===== config.mk =====
export PLATFORM = sky130hd
export DESIGN_NAME = perf_counters
export DESIGN_NICKNAME = d
export VERILOG_FILES = /design/src/rtl/lc3b_types.sv /design/src/rtl/perf_counter.sv /design/src/rtl/perf_counters.sv
export SDC_FILE = /design/constraint.sdc
export NUM_CORES = 1
export LEC_CHECK = 0
export BUFFER_PORTS_ARGS = -buffer_cell sky130_fd_sc_hd__buf_2
export CORE_MARGIN = 2
export CORE_UTILIZATION = 59
export CTS_CLUSTER_SIZE = 12
export DETAILED_ROUTE_END_ITERATION = 10
export PLACE_DENSITY = 0.82
export SYNTH_ARGS = -nofsm -noshare
export SYNTH_HDL_FRONTEND = slang
export SYNTH_SLANG_ARGS = --single-unit

===== constraint.sdc =====
create_clock -name clk -period 5.1 [get_ports clk]
set_clock_uncertainty 0.1 [all_clocks]
set_input_delay 0.51 -clock clk [delete_from_list [all_inputs] [get_ports clk]]
set_output_delay 0.51 -clock clk [all_outputs]
set_load 0.005 [all_outputs]

===== src/rtl/lc3b_types.sv =====
// Shared LC-3b types: machine word and performance-counter selector.
// Consumed by perf_counters and perf_counter.
package lc3b_types;

    typedef logic [15:0] lc3b_word;

    localparam int PERF_NUM_CTRS = 8;

    typedef enum logic [2:0] {
        PERF_ICACHE_HIT    = 3'd0,
        PERF_ICACHE_MISS   = 3'd1,
        PERF_DCACHE_HIT    = 3'd2,
        PERF_DCACHE_MISS   = 3'd3,
        PERF_L2_HIT        = 3'd4,
        PERF_L2_MISS       = 3'd5,
        PERF_BR            = 3'd6,
        PERF_BR_MISPREDICT = 3'd7
    } perf_ctr_sel_t;

    function automatic logic [PERF_NUM_CTRS-1:0] perf_sel_onehot(input perf_ctr_sel_t sel);
        logic [PERF_NUM_CTRS-1:0] oh;
        oh      = '0;
        oh[sel] = 1'b1;
        return oh;
    endfunction

endpackage


===== src/rtl/perf_counter.sv =====
// Single 16-bit event counter with synchronous clear and count gate.
// Define PERF_SATURATE_EN to hold at 16'hFFFF instead of wrapping to zero.
module perf_counter
    import lc3b_types::*;
(
    input  logic     clk,
    input  logic     rst,
    input  logic     en,
    input  logic     inc,
    input  logic     clr,
    output lc3b_word count
);

    always_ff @(posedge clk) begin
        if (rst) begin
            count <= '0;
        end else if (clr) begin
            // a clear wins over a coincident event
            count <= '0;
        end else if (en && inc) begin
`ifdef PERF_SATURATE_EN
            if (count != 16'hFFFF)
                count <= count + 16'd1;
`else
            count <= count + 16'd1;
`endif
        end
    end

endmodule


===== src/rtl/perf_counters.sv =====
// Eight live event counters with a snapshot shadow bank; outputs show shadows only.
// Wrap vs. saturate at 16'hFFFF is selected by PERF_SATURATE_EN (in perf_counter).
module perf_counters
    import lc3b_types::*;
(
    input  logic          clk,
    input  logic          rst,
    input  logic          count_en,
    input  logic          br_event,
    input  logic          br_mispredict,
    input  logic          icache_hit,
    input  logic          icache_miss,
    input  logic          dcache_hit,
    input  logic          dcache_miss,
    input  logic          l2_hit,
    input  logic          l2_miss,
    input  logic          clear_req,
    input  logic          clear_all,
    input  perf_ctr_sel_t clear_sel,
    input  logic          snap_req,
    output logic          snap_ack,
    output lc3b_word      icache_hit_count,
    output lc3b_word      icache_miss_count,
    output lc3b_word      dcache_hit_count,
    output lc3b_word      dcache_miss_count,
    output lc3b_word      l2_hit_count,
    output lc3b_word      l2_miss_count,
    output lc3b_word      br_count,
    output lc3b_word      br_mispredict_count
);

    logic [PERF_NUM_CTRS-1:0] events;
    logic [PERF_NUM_CTRS-1:0] clr_vec;
    lc3b_word                 live   [PERF_NUM_CTRS];
    lc3b_word                 shadow [PERF_NUM_CTRS];

    always_comb begin
        events                     = '0;
        events[PERF_ICACHE_HIT]    = icache_hit;
        events[PERF_ICACHE_MISS]   = icache_miss;
        events[PERF_DCACHE_HIT]    = dcache_hit;
        events[PERF_DCACHE_MISS]   = dcache_miss;
        events[PERF_L2_HIT]        = l2_hit;
        events[PERF_L2_MISS]       = l2_miss;
        events[PERF_BR]            = br_event;
        events[PERF_BR_MISPREDICT] = br_mispredict;
    end

    // clear_all dominates any single-counter clear
    always_comb begin
        clr_vec = '0;
        if (clear_all)
            clr_vec = '1;
        else if (clear_req)
            clr_vec = perf_sel_onehot(clear_sel);
    end

    for (genvar i = 0; i < PERF_NUM_CTRS; i++) begin : g_ctr
        perf_counter u_ctr (
            .clk   (clk),
            .rst   (rst),
            .en    (count_en),
            .inc   (events[i]),
            .clr   (clr_vec[i]),
            .count (live[i])
        );
    end

    // shadows sample the pre-edge live values, so captures see pre-increment/pre-clear state
    always_ff @(posedge clk) begin
        if (rst) begin
            snap_ack <= 1'b0;
            for (int i = 0; i < PERF_NUM_CTRS; i++)
                shadow[i] <= '0;
        end else begin
            snap_ack <= snap_req;
            if (snap_req) begin
                for (int i = 0; i < PERF_NUM_CTRS; i++)
                    shadow[i] <= live[i];
            end
        end
    end

    assign icache_hit_count    = shadow[PERF_ICACHE_HIT];
    assign icache_miss_count   = shadow[PERF_ICACHE_MISS];
    assign dcache_hit_count    = shadow[PERF_DCACHE_HIT];
    assign dcache_miss_count   = shadow[PERF_DCACHE_MISS];
    assign l2_hit_count        = shadow[PERF_L2_HIT];
    assign l2_miss_count       = shadow[PERF_L2_MISS];
    assign br_count            = shadow[PERF_BR];
    assign br_mispredict_count = shadow[PERF_BR_MISPREDICT];

endmodule


==> impl_metrics.env <==
export IMPL_via_per_inst=5.512
export IMPL_fmax_mhz=409.3
export IMPL_die_height_um=137.1
export IMPL_first_pass_iters=4
export IMPL_synth_area_top_cells="edfxtp_1, dfxtp_1, and2_1, xor2_1, nor2_1"
export IMPL_hold_viol_final=0
export IMPL_crit_path_cell_trace="buf_2 > or2_4 > buf_4"
export IMPL_grt_pass1_vias=6669
export IMPL_ir_drop_v=0.0002225
export IMPL_slowest_stage="or2_4"
export IMPL_met2_wirelength_mm=9.498
export IMPL_dp_hpwl_mm=13.14
export IMPL_reg2reg_to="g_ctr[4].u_ctr.count[15]"
export IMPL_place_area_um2=11390
export IMPL_post_cts_buffers=0
export IMPL_critPathKind="in -> reg"
export IMPL_ys_seq_elements=257
export IMPL_drv_cap=0
export IMPL_synth_most_common_cell="dfxtp_1"
export IMPL_p_per_area_nw_per_um2=331.3
export IMPL_grt_max_degree=98
export IMPL_crit_end="shadow[0][43]"
export IMPL_startpoint="rst"
export IMPL_routed_wl_mm=20.18
export IMPL_clock_sinks=257
export IMPL_m1WireLength_mm=9.040
export IMPL_critPathMaxStageDelay_ps=920
export IMPL_end_kind="register"
export IMPL_pin_count=146
export IMPL_p_total_mw=4.006
export IMPL_syn_nets=966
export IMPL_hold_buffers=0
export IMPL_rsz0062_at_grt="false"
export IMPL_crit_family="buffers and inverters"
export IMPL_drive_above_1_share_pct=16.70
export IMPL_drtIter0Drc=364
export IMPL_cts_made_buffers=25
export IMPL_grt_overflow=0
export IMPL_clkLatencyLatePin_ps=510
export IMPL_slew_headroom_pct=22.25
export IMPL_yosysWarnings=0
export IMPL_crit_path_start_kind="input port"
export IMPL_fp_coreArea_um2=17300
export IMPL_grt_first_pass_wirelength_mm=32.21
export IMPL_routedWlPerCell_um=15.20
export IMPL_dp_slack_ps=2117
export IMPL_design_area_um2=12090
export IMPL_cts_resized=0
export IMPL_synth_edf_count=128
export IMPL_maxSlewViolCount=0
export IMPL_hold_worst_slack_ps=210.8
export IMPL_cts_clk_slew_worst_paths_ps=60
export IMPL_final_nets=1109
export IMPL_vias=7320
export IMPL_grtUsageTotal_pct=21.25
export IMPL_rows=48
export IMPL_synth_seq_area_share_pct=61.48
export IMPL_highest_layer="met5"
export IMPL_drc_errors=0
export IMPL_route_met3_wl_mm=1.233
export IMPL_synth_ff_type="dfxtp_1"
export IMPL_r2r_slack_ps=3080
export IMPL_synth_avg_cell_area_um2=11.11
export IMPL_synthTopCellsByCount="dfxtp_1, edfxtp_1, and2_1, nor2_1, xor2_1"
export IMPL_die_w_um=137.1
export IMPL_critPathArrivalTime_ps=2500
export IMPL_fin_crit_ps=2443
export IMPL_cp_max_fo=76
export IMPL_cp_depth=3
export IMPL_synth_area_um2=10450
export IMPL_cts_buffer_depth=3
export IMPL_htreeDepth=1
export IMPL_initial_core_util_pct=60.43
export IMPL_finalSetupViolations=0
export IMPL_gp_congestion=0.8265
export IMPL_worst_slack_ps=2657
export IMPL_synth_top_area_share_pct=36.77
export IMPL_cts_tree="built"
export IMPL_worst_slew_pin_slew_ps=1158
export IMPL_power_leakage_nw=4.552
export IMPL_synthToLayoutAreaGrowth_pct=15.71
export IMPL_r2r_start="g_ctr[4].u_ctr.count[3]"
export IMPL_ant_nets=0
export IMPL_synth_distinct_cells=35
export IMPL_cts_root_buf="clkbuf_16"
export IMPL_numPortBuffers=145
export IMPL_async_flop_share_pct=0
export IMPL_antenna_found_initial=3
export IMPL_die_area_um2=18800
export IMPL_synth_area_leader_cell="edfxtp_1"
export IMPL_cp_num_buf_inv=2
export IMPL_reg2reg_depth=4
export IMPL_status="complete, no violations"
export IMPL_worstPathRequired_ps=5160
export IMPL_fin_crit_sh_pct=47.91
export IMPL_hp_class="in -> reg"
export IMPL_postSynthCellCount=941
export IMPL_tns_ps=0
worst min-delay path: stages:
cell	delay (ps)
buf_2	120
nand3_1	80
a21oi_1	50
registers in the layout (all words and copies together) (netlist names):
| signal | flops |
|---|---|
| snap_ack | 1 |
| g_ctr.u_ctr.count | 128 |
| shadow | 128 |
routing by layer:
layer	global-route usage, %	vias to the layer above
met5	0	-
met4	5.556	4
met3	3.815	33
met2	34.52	178
met1	29.62	3470
li1	-	3635
where the power goes:
part	internal (mW)	switching (mW)
clock network	0.919	0.711
registers	2.22	0.0185
logic	0.0485	0.0948
stage by stage:
stage               utilization [%]  instances
floorplan                         -        941
global placement              65.86       1282
detailed placement            65.86       1282
CTS                           69.91       1327
global route                  69.91       1327
finish                        69.92       1328
area by class of cell:
cell class | instances | area (um2)
Sequential cell | 257 | 6426
Fill cell | 1283 | 5202
Multi-Input combinational cell | 638 | 3871
Timing Repair Buffer | 151 | 770.7
Clock buffer | 45 | 700.7
Tap cell | 225 | 281.5
Inverter | 11 | 41.29
Antenna cell | 1 | 2.502
layout by cell type, fill, tap and decap left out, types with 4 or more instances in the layout:
| cell type | synthesis | final |
|---|---|---|
| nand3_1 | 43 | 43 |
| o31ai_1 | 14 | 12 |
| nor2b_1 | 28 | 27 |
| nor2_1 | 89 | 89 |
| buf_2 | 2 | 145 |
| and3_1 | 4 | 4 |
| or4_1 | 15 | 15 |
| dfxtp_1 | 129 | 129 |
| nand2b_1 | 5 | 5 |
| o21ai_0 | 21 | 21 |
| nor3_1 | 13 | 13 |
| edfxtp_1 | 128 | 128 |
| nand2_1 | 54 | 54 |
| o21ai_1 | 6 | 6 |
| a21oi_1 | 42 | 42 |
| and4_1 | 23 | 23 |
| inv_1 | 11 | 11 |
| nor4_1 | 6 | 6 |
| nand4_1 | 45 | 45 |
| ha_1 | 8 | 8 |
| and2_1 | 105 | 105 |
| clkbuf_1 | 32 | 20 |
| xor2_1 | 59 | 59 |
| clkbuf_16 | 0 | 25 |
| or3_1 | 22 | 22 |
| xnor2_1 | 25 | 25 |
| buf_4 | 0 | 6 |
cells by family (layout without fill, tap and decap cells):
group	count (synthesis)	count (layout)	share of synthesized area, %
and+or+nand+nor	457	457	24.04
DFF	257	257	61.48
AOI/OAI and AO/OA	88	88	4.704
xor gates and xnor gates	84	84	7.039
buffers and inverters	46	207	1.676
adders and majority gates	8	8	0.9577
muxes	1	1	0.1077
other	0	1	0
worst min-delay path by stage:
stage	startpoint	slack, ps	depth (start not counted)	end
floorplan	g_ctr[4].u_ctr.count[15]	350	2	g_ctr[4].u_ctr.count[15]
global placement	g_ctr[5].u_ctr.count[15]	360	2	g_ctr[5].u_ctr.count[15]
detailed placement	g_ctr[7].u_ctr.count[15]	380	2	g_ctr[7].u_ctr.count[15]
CTS	br_event	190	3	g_ctr[6].u_ctr.count[1]
global route	br_event	210	3	g_ctr[6].u_ctr.count[1]
finish	br_event	210	3	g_ctr[6].u_ctr.count[1]
No activity file was read; power rests on OpenSTA's default activity.
